$ cat src/rtl/can_tx_scheduler.sv
`default_nettype none
// ============================================================================
// Module  : can_tx_scheduler
// Brief   : Two-channel CAN transmit arbiter/sequencer with bounded retry.
//           Define CAN_TX_STRICT_PRIORITY_EN for fixed ch1 priority.
// Rev     : 1.0
// ============================================================================
module can_tx_scheduler #(
  parameter int TIMEOUT_CYCLES = 1024,
  parameter int MAX_RETRY      = 3,
  parameter int DATA_W         = 32
) (
  input  logic              clk,
  input  logic              n_rst,
  input  logic              req0_valid,
  input  logic [DATA_W-1:0] req0_data,
  output logic              req0_ready,
  input  logic              req1_valid,
  input  logic [DATA_W-1:0] req1_data,
  output logic              req1_ready,
  output logic [DATA_W-1:0] can_tx_data,
  output logic              can_write,
  input  logic              can_tx_done,
  input  logic              can_tx_err,
  output logic              busy,
  output logic              grant_id,
  output logic              drop_err
);

  localparam int TMR_W = (TIMEOUT_CYCLES > 1) ? $clog2(TIMEOUT_CYCLES) : 1;
  localparam int RTY_W = (MAX_RETRY > 0) ? $clog2(MAX_RETRY + 1) : 1;
  localparam logic [TMR_W-1:0] c_tmr_last = TMR_W'(TIMEOUT_CYCLES - 1);
  localparam logic [TMR_W-1:0] c_tmr_max  = '1;
  localparam logic [RTY_W-1:0] c_rty_max  = RTY_W'(MAX_RETRY);

  typedef enum logic [1:0] {
    S_IDLE = 2'd0,
    S_LOAD = 2'd1,
    S_WAIT = 2'd2
  } state_e;

  state_e            state_q;
  logic              rr_ptr_q;
  logic [RTY_W-1:0]  retry_q;
  logic [TMR_W-1:0]  timer_q;
  logic [DATA_W-1:0] frame_q;
  logic              grant_q;
  logic              write_q;
  logic              drop_q;

  logic              w_win;
  logic              w_idle;
  logic              w_xfer;
  logic [DATA_W-1:0] w_frame;

  always_comb begin
    w_win = 1'b0;
`ifdef CAN_TX_STRICT_PRIORITY_EN
    w_win = req1_valid;
`else
    if (req0_valid && req1_valid) begin
      w_win = rr_ptr_q;
    end else begin
      w_win = req1_valid;
    end
`endif
  end

  // Gated by n_rst so no handshake can be signalled while reset is held.
  assign w_idle     = n_rst && (state_q == S_IDLE);
  assign req0_ready = w_idle && req0_valid && !w_win;
  assign req1_ready = w_idle && req1_valid && w_win;
  assign w_xfer     = req0_ready || req1_ready;
  assign w_frame    = w_win ? req1_data : req0_data;

  always_ff @(posedge clk or negedge n_rst) begin
    if (!n_rst) begin
      state_q  <= S_IDLE;
      rr_ptr_q <= 1'b0;
      retry_q  <= '0;
      timer_q  <= '0;
      frame_q  <= '0;
      grant_q  <= 1'b0;
      write_q  <= 1'b0;
      drop_q   <= 1'b0;
    end else begin
      write_q <= 1'b0;
      drop_q  <= 1'b0;
      case (state_q)
        S_IDLE: begin
          if (w_xfer) begin
            frame_q <= w_frame;
            grant_q <= w_win;
            retry_q <= '0;
            write_q <= 1'b1;
            state_q <= S_LOAD;
          end
        end
        S_LOAD: begin
          timer_q <= '0;
          state_q <= S_WAIT;
        end
        S_WAIT: begin
          if (timer_q != c_tmr_max) begin
            timer_q <= timer_q + 1'b1;
          end
          // Completion takes precedence over a coincident error.
          if (can_tx_done) begin
            state_q <= S_IDLE;
`ifdef CAN_TX_STRICT_PRIORITY_EN
            rr_ptr_q <= 1'b0;
`else
            rr_ptr_q <= ~grant_q;
`endif
          end else if (can_tx_err || (timer_q == c_tmr_last)) begin
            if (retry_q < c_rty_max) begin
              retry_q <= retry_q + 1'b1;
              write_q <= 1'b1;
              state_q <= S_LOAD;
            end else begin
              drop_q  <= 1'b1;
              state_q <= S_IDLE;
            end
          end
        end
        default: state_q <= S_IDLE;
      endcase
    end
  end

  assign can_tx_data = frame_q;
  assign can_write   = write_q;
  assign busy        = (state_q != S_IDLE);
  assign grant_id    = grant_q;
  assign drop_err    = drop_q;

endmodule
`default_nettype wire

$ cat config.mk
export PLATFORM = sky130hd
export DESIGN_NAME = can_tx_scheduler
export DESIGN_NICKNAME = d
export VERILOG_FILES = /design/src/rtl/can_tx_scheduler.sv
export SDC_FILE = /design/constraint.sdc
export NUM_CORES = 1
export LEC_CHECK = 0
export BUFFER_PORTS_ARGS = -buffer_cell sky130_fd_sc_hd__buf_4
export CAP_MARGIN = 20
export CORE_ASPECT_RATIO = 1.2
export CORE_UTILIZATION = 51
export DETAILED_ROUTE_END_ITERATION = 6
export GPL_ROUTABILITY_DRIVEN = 0
export PLACE_DENSITY = 0.85
export SLEW_MARGIN = 30
export SYNTH_ARGS = -nofsm -noshare
export SYNTH_HDL_FRONTEND = slang
export SYNTH_SLANG_ARGS = --single-unit
$ cat constraint.sdc
create_clock -name clk -period 2.65 [get_ports clk]
set_input_delay 0.1325 -clock clk [delete_from_list [all_inputs] [get_ports clk]]
set_output_delay 0.1325 -clock clk [all_outputs]
set_load 0.01 [all_outputs]
==> results.md, run 1 <==
* Worst setup slack after layout at 649.2 ps
* Top_reg_cell synth: dfrtp_1
* Number of gates resized after cts at 0
* Die area at 5091 um^2
* Crit. End Element: primary output
* RSZ-0062 raised after global routing: no
* CP Depth at 6
* Arr. time, crit path at 1870 ps
* Worst slew margin at 0.5219
* Half-perimeter wire length after placement at 4324 um
* Synth cell count leaders: dfrtp_1, nand2_1, mux2i_1, o21ai_0, a21oi_1
* Largest stage delay on the critical path at 530 ps
* FF+latch count, synth at 50
* Syn Area/Cell at 10.18 um^2
* # hold bufs at CTS at 1
* WP data required at 2520 ps
* Unique masters post-synth at 36
* Count of final setup violators at 0
* DRT Pass-1 Iters at 4
* Initial core utilization at 0.5338
* Area Growth Syn to Fin at 38.57%
* Hold WC Path Type: in -> reg
* Max FO, Critical Path at 33
* CTS sink cnt at 50
* Layout Utilization at 0.7397
* Die Ht at 77.96 um
* Tightest Pin Transition at 714.4 ps
* Worst IR drop on VDD at 0.5721 mV
* FF-to-FF Start: timer_q[0]$_DFFE_PN0P_
* N_diodes at 0
* Met1 usage at 0.2836
* Die X at 65.30 um
* CTS Root Cell: clkbuf_8
* Sequential-to-total area share from yosys stat at 0.5102
* Vias/cell at 5.360
* Critical path launch point: n_rst
* Post-Synthesis Cells at 241
* Placeable Area at 4594 um^2
* Setup CP Type: in -> out
* Synth top area share at 0.5102
* Max frequency at 499.8 MHz
* Top-count cell post-synth: dfrtp_1
* Crit path max-delay family: buffers and inverters
* Dpl cell area at 3306 um^2
* Synth warn at 0
* Via count at 2160
* Worst setup path endpoint: req0_ready
* Reg2Reg Setup Slack at 900 ps
* Post-Syn Area at 2452 um^2
* Number of I/O pins at 108
* Pleak at 0.001747 uW
* Layout cell share with drive strength beyond 1 at 0.3710
* Outcome: completed
* Syn nets at 313
* Ordered list of cells on the worst path: dlygate4sd3_1 > buf_4 > buf_4 > nand3_1 > nor2b_1 > buf_4
* TritonCTS clock tree: done
* Worst path bufs/invs at 4
* Total wire length at 5690 um
* Pwr dens at 850.4 nW/um^2
* Post-CTS setup buffers at 0
* CP max stage cell: dlygate4sd3_1
* Antenna violations before repair at 0
* Final min period at 2001 ps
* Met3 usage at 0.08382
* Cts bufs inserted at 5
* Final instance area at 3398 um^2
* First-pass GRT wire length at 9384 um
* Crit start category: primary input
* Post-synth EDFFs at 0
* H-tree depth at 2
* CP most frequent cell: buf_4
* Final hold violation count at 0
* DR iter-0 viols at 100
* Clock Latency Late Sink at 300 ps
* Post-synthesis cell type with the largest combined area: dfrtp_1
* Total track usage at 0.2426
* Reg2reg end: timer_q[2]$_DFFE_PN0P_
* ANT nets after route at 0
* Met2 Usage GRT at 0.4155
* Setup WS pre-CTS at 936.6 ps
* Final Skew at 3.542 ps
* Largest cells by area after synthesis: dfrtp_1, mux2i_1, o21ai_0, nand2_1, a21oi_1
* Worst-path clk slew at 80 ps
* Fin nets at 418
* Worst reg2reg path depth at 5
* DRC at 0
* Global route hottest layer: met2
* FFs w/ async S/R, synth at 1.000
* Vias in the first global route at 2114
* Max-capacitance violation count at 0
* GRT Residual Overflow at 0
* Power Total at 2890 uW
* IO Port Bufs at 107
* Tcrit/Tclk final at 0.7550
* CTS Buffer Depth at 2
* Fin. max-slew vios at 0
* Wire per inst at 14.12 um
* Final setup TNS at 0 ps
* Largest net degree at the start of global routing at 49
* Row Count at 27
registers in the layout, summed over array words and instances (netlist names):
| signal | count |
|---|---|
| rr_ptr_q | 1 |
| grant_id | 1 |
| retry_q | 2 |
| can_write | 1 |
| state_q | 2 |
| drop_err | 1 |
| can_tx_data | 32 |
| timer_q | 10 |
worst min-delay path by stage:
stage                      from                           to  cells after the start
finish              can_tx_done           drop_err$_DFF_PN0_                      2
global route        can_tx_done           drop_err$_DFF_PN0_                      2
CTS                 can_tx_done           drop_err$_DFF_PN0_                      2
detailed placement        n_rst  can_tx_data[18]$_DFFE_PN0P_                      1
global placement          n_rst  can_tx_data[18]$_DFFE_PN0P_                      1
floorplan                 n_rst   can_tx_data[0]$_DFFE_PN0P_                      0
cells in the final DEF, fill, tap and decap left out, drive strengths merged, types with 2 or more instances in the layout:
cell type  instances
mux2i             35
a21oi             12
nand2             41
o211ai             2
inv                3
a311oi             4
nor3               7
nor2b              3
nor2              12
buf              111
a31oi              3
nand2b             2
and3               2
clkbuf             6
o21ai             34
nand3              5
dfrtp             50
ha                 2
metal layers:
metal	up-vias	wire length, um
met5	-	0
met4	0	71
met3	8	475
met2	96	2947
met1	987	2195
li1	1069	-
cell type report:
class / count / area, um^2
fill: 366 / 1196
clock buffer: 6 / 82.58
multi-input combinational: 173 / 1121
timing repair buffer: 112 / 855.8
sequential: 50 / 1251
tap: 58 / 72.57
inverter: 4 / 15.01
where the power goes:
part / internal (uW) / total, uW / switching [uW]
registers: 1040 / 1250 / 204
clock network: 202 / 428 / 227
logic: 611 / 1210 / 602
logic make-up after synthesis:
group | synth area share
flip-flops | 0.5102
multiplexers | 0.1429
adder cells (fa/ha/maj) | 0.01020
AO/OA/AOI/OAI | 0.1454
AND/OR/NAND/NOR | 0.1541
buffers and inverters | 0.03725
worst reg2reg max path: cells and delay by family (launching register included):
| kind | cells | cell delay (ps) |
|---|---|---|
| adders and majority gates | 1 | 260 |
| DFF | 1 | 430 |
| AOI/OAI and AO/OA | 1 | 290 |
| and+or+nand+nor | 3 | 680 |
metrics by stage:
step	std cells	hold slack [ps]
after floorplan	241	-163.1
after global placement	396	24.35
after detailed placement	396	29.72
after CTS	403	19.15
after global routing	403	27.00
final	403	30.18
(Power assumes the default switching activity.)
==> inputs of run 2 (changes only) <==
--- a/config.mk
+++ b/config.mk
@@ -5,13 +5,14 @@
 export SDC_FILE = /design/constraint.sdc
 export NUM_CORES = 1
 export LEC_CHECK = 0
+export ABC_AREA = 1
 export BUFFER_PORTS_ARGS = -buffer_cell sky130_fd_sc_hd__buf_4
 export CAP_MARGIN = 20
 export CORE_ASPECT_RATIO = 1.2
-export CORE_UTILIZATION = 51
+export CORE_UTILIZATION = 48
 export DETAILED_ROUTE_END_ITERATION = 6
 export GPL_ROUTABILITY_DRIVEN = 0
-export PLACE_DENSITY = 0.85
+export PLACE_DENSITY = 0.8
 export SLEW_MARGIN = 30
 export SYNTH_ARGS = -nofsm -noshare
 export SYNTH_HDL_FRONTEND = slang
==> constraint.sdc (replaced) <==
create_clock -name clk -period 2.1 [get_ports clk]
set_input_delay 0.105 -clock clk [delete_from_list [all_inputs] [get_ports clk]]
set_output_delay 0.105 -clock clk [all_outputs]
set_load 0.01 [all_outputs]
==> results.md, run 2 <==
* Sequential-to-total area share from yosys stat at 0.4717
* Dpl cell area at 3472 um^2
* Die area at 5828 um^2
* Initial core utilization at 0.5007
* Die X at 69.86 um
* CTS Root Cell: clkbuf_8
* Multi-input logic area at 1235 um^2
* Unique masters post-synth at 21
* Tcrit/Tclk final at 0.8708
* Crit. End Element: primary output
* Fillcell total at 473
* Synth warn at 0
* FF-to-FF Start: rr_ptr_q$_DFFE_PN0P_
* Setup CP Type: in -> out
* Largest cells by area after synthesis: dfrtp_1, nand2_1, nand3_1, inv_1, buf_6
* ANT nets after route at 0
* Row Count at 29
* Layout cell share with drive strength beyond 1 at 0.2674
* Most frequent cells in the layout: nand2_1, buf_4, nand3_1, dfrtp_1, inv_1
* Die Ht at 83.43 um
* Clock Latency Late Sink at 300 ps
* Hold WC Path Type: in -> reg
* Max-capacitance violation count at 0
* RSZ-0062 raised after global routing: no
* H-tree depth at 2
* Number of I/O pins at 108
* Critical path launch point: n_rst
* Routed met2 length at 3464 um
* DRC at 0
* Arr. time, crit path at 1720 ps
* Final setup TNS at 0 ps
* Total wire length at 6779 um
* Syn Area/Cell at 7.188 um^2
* Vias in the first global route at 2591
* Worst setup slack after layout at 271.2 ps
* Syn nets at 441
* Largest stage delay on the critical path at 530 ps
* N_diodes at 0
* Crit start category: primary input
* Vias/cell at 5.017
* Power Total at 3981 uW
* IO Port Bufs at 107
* Worst slew margin at 0.6169
* Max frequency at 546.8 MHz
* GRT Residual Overflow at 0
* DRT Pass-1 Iters at 4
* TritonCTS clock tree: done
* Final instance area at 3602 um^2
* Post-Synthesis Cells at 369
* Count of final setup violators at 0
* Largest register FFs at 32
* CP max stage cell: dlygate4sd3_1
* Pwr dens at 1105 nW/um^2
* Final min period at 1829 ps
* Via count at 2694
* Tightest Pin Transition at 572.7 ps
* Post-synth EDFFs at 0
* CP most frequent cell: buf_4
* Wire per inst at 12.62 um
* Total track usage at 0.2469
* Post-CTS setup buffers at 0
* Synth top area share at 0.4717
* Max FO, Critical Path at 29
* Pleak at 0.002075 uW
* Post-synthesis cell type with the largest combined area: dfrtp_1
* WP data required at 2000 ps
* Commonest non-fill, non-tap cell in the layout: nand2_1
* Max layer used: met4
* First-pass GRT wire length at 11560 um
* Cts bufs inserted at 5
* Fin. max-slew vios at 0
* Outcome: completed
* FFs w/ async S/R, synth at 1.000
* Antenna violations before repair at 0
* Synth cell count leaders: nand2_1, nand3_1, dfrtp_1, inv_1, nor2_1
* CTS sink cnt at 50
* Wire length on met1 at 2697 um
* Setup WS pre-CTS at 356.1 ps
* Largest net degree at the start of global routing at 37
* Post-Syn Area at 2653 um^2
* Top-count cell post-synth: nand2_1
* Fin nets at 546
* Area Growth Syn to Fin at 35.80%
* WL met3 at 501 um
* Final Skew at 6.679 ps
* FF+latch count, synth at 50
* Placeable Area at 5298 um^2
* CTS Buffer Depth at 2
* Worst-path clk slew at 90 ps
* Final hold violation count at 0
* Half-perimeter wire length after placement at 5094 um
* Ordered list of cells on the worst path: dlygate4sd3_1 > buf_4 > nand4_2 > buf_4 > nor2_1 > buf_4
* Hold_sp: can_tx_err
* Top_reg_cell synth: dfrtp_1
* Worst IR drop on VDD at 0.5739 mV
* Seq. cell area at 1251 um^2
* DR iter-0 viols at 191
## run 2: cell type report
type / instances / share of cell area
tap: 62 / 0.02154
multi-input combinational: 285 / 0.3428
clock inverter: 1 / 0.008336
inverter: 18 / 0.01980
clock buffer: 7 / 0.02119
timing repair buffer: 114 / 0.2390
sequential: 50 / 0.3473
## run 2: worst paths after layout
| kind | end | slack (ps) | cells past startpoint |
|---|---|---|---|
| max in group asynchronous | retry_q[0]$_DFFE_PN0P_ | 1170 | 3 |
| min in group asynchronous | can_tx_data[2]$_DFFE_PN0P_ | 200 | 2 |
| setup reg to reg | can_tx_data[17]$_DFFE_PN0P_ | 390 | 7 |
| setup / recovery | req0_ready | 270 | 6 |
| hold / removal | drop_err$_DFF_PN0_ | 70 | 3 |
| hold reg to reg | retry_q[1]$_DFFE_PN0P_ | 510 | 2 |
## run 2: timing repair
action | in CTS | in global routing
setup endpoints to repair | 0 | 21
hold endpoints to repair | 15 | 0
hold buffers | 2 | 0
resized for setup | 0 | 1
## run 2: metal layers
metal	vias up	global-route usage
li1	1355	-
met1	1234	0.3008
met2	95	0.4135
met3	10	0.08010
met4	0	0.07636
met5	-	0
## run 2: kinds of logic after synthesis
group,after synthesis,share of synthesized area
compound gates,11,0.02783
fa+ha+maj,2,0.009432
flops,50,0.4717
buf+inv,34,0.06273
simple gates,269,0.4184
xor+xnor,3,0.009907
## run 2: worst max-delay path, delay by kind of cell
family	cells	cell delay [ps]
simple gates	2	380
buf+inv	4	1230
## run 2: metrics by stage
stage                       util  hold slack (ps)  instances
after floorplan                -           -190.6        369
after global placement    0.6554           -16.92        527
after detailed placement  0.6554           -19.28        527
after CTS                 0.6793            67.27        537
after global routing      0.6800            86.51        537
final                     0.6800            67.75        537
## run 2: power breakdown
part	leakage [uW]	switching [uW]	total (uW)	internal (uW)
combinational	0.00138	971	1750	782
clock	0.0000524	308	665	357
sequential	0.000643	239	1560	1320
total	0.00208	1520	3980	2460
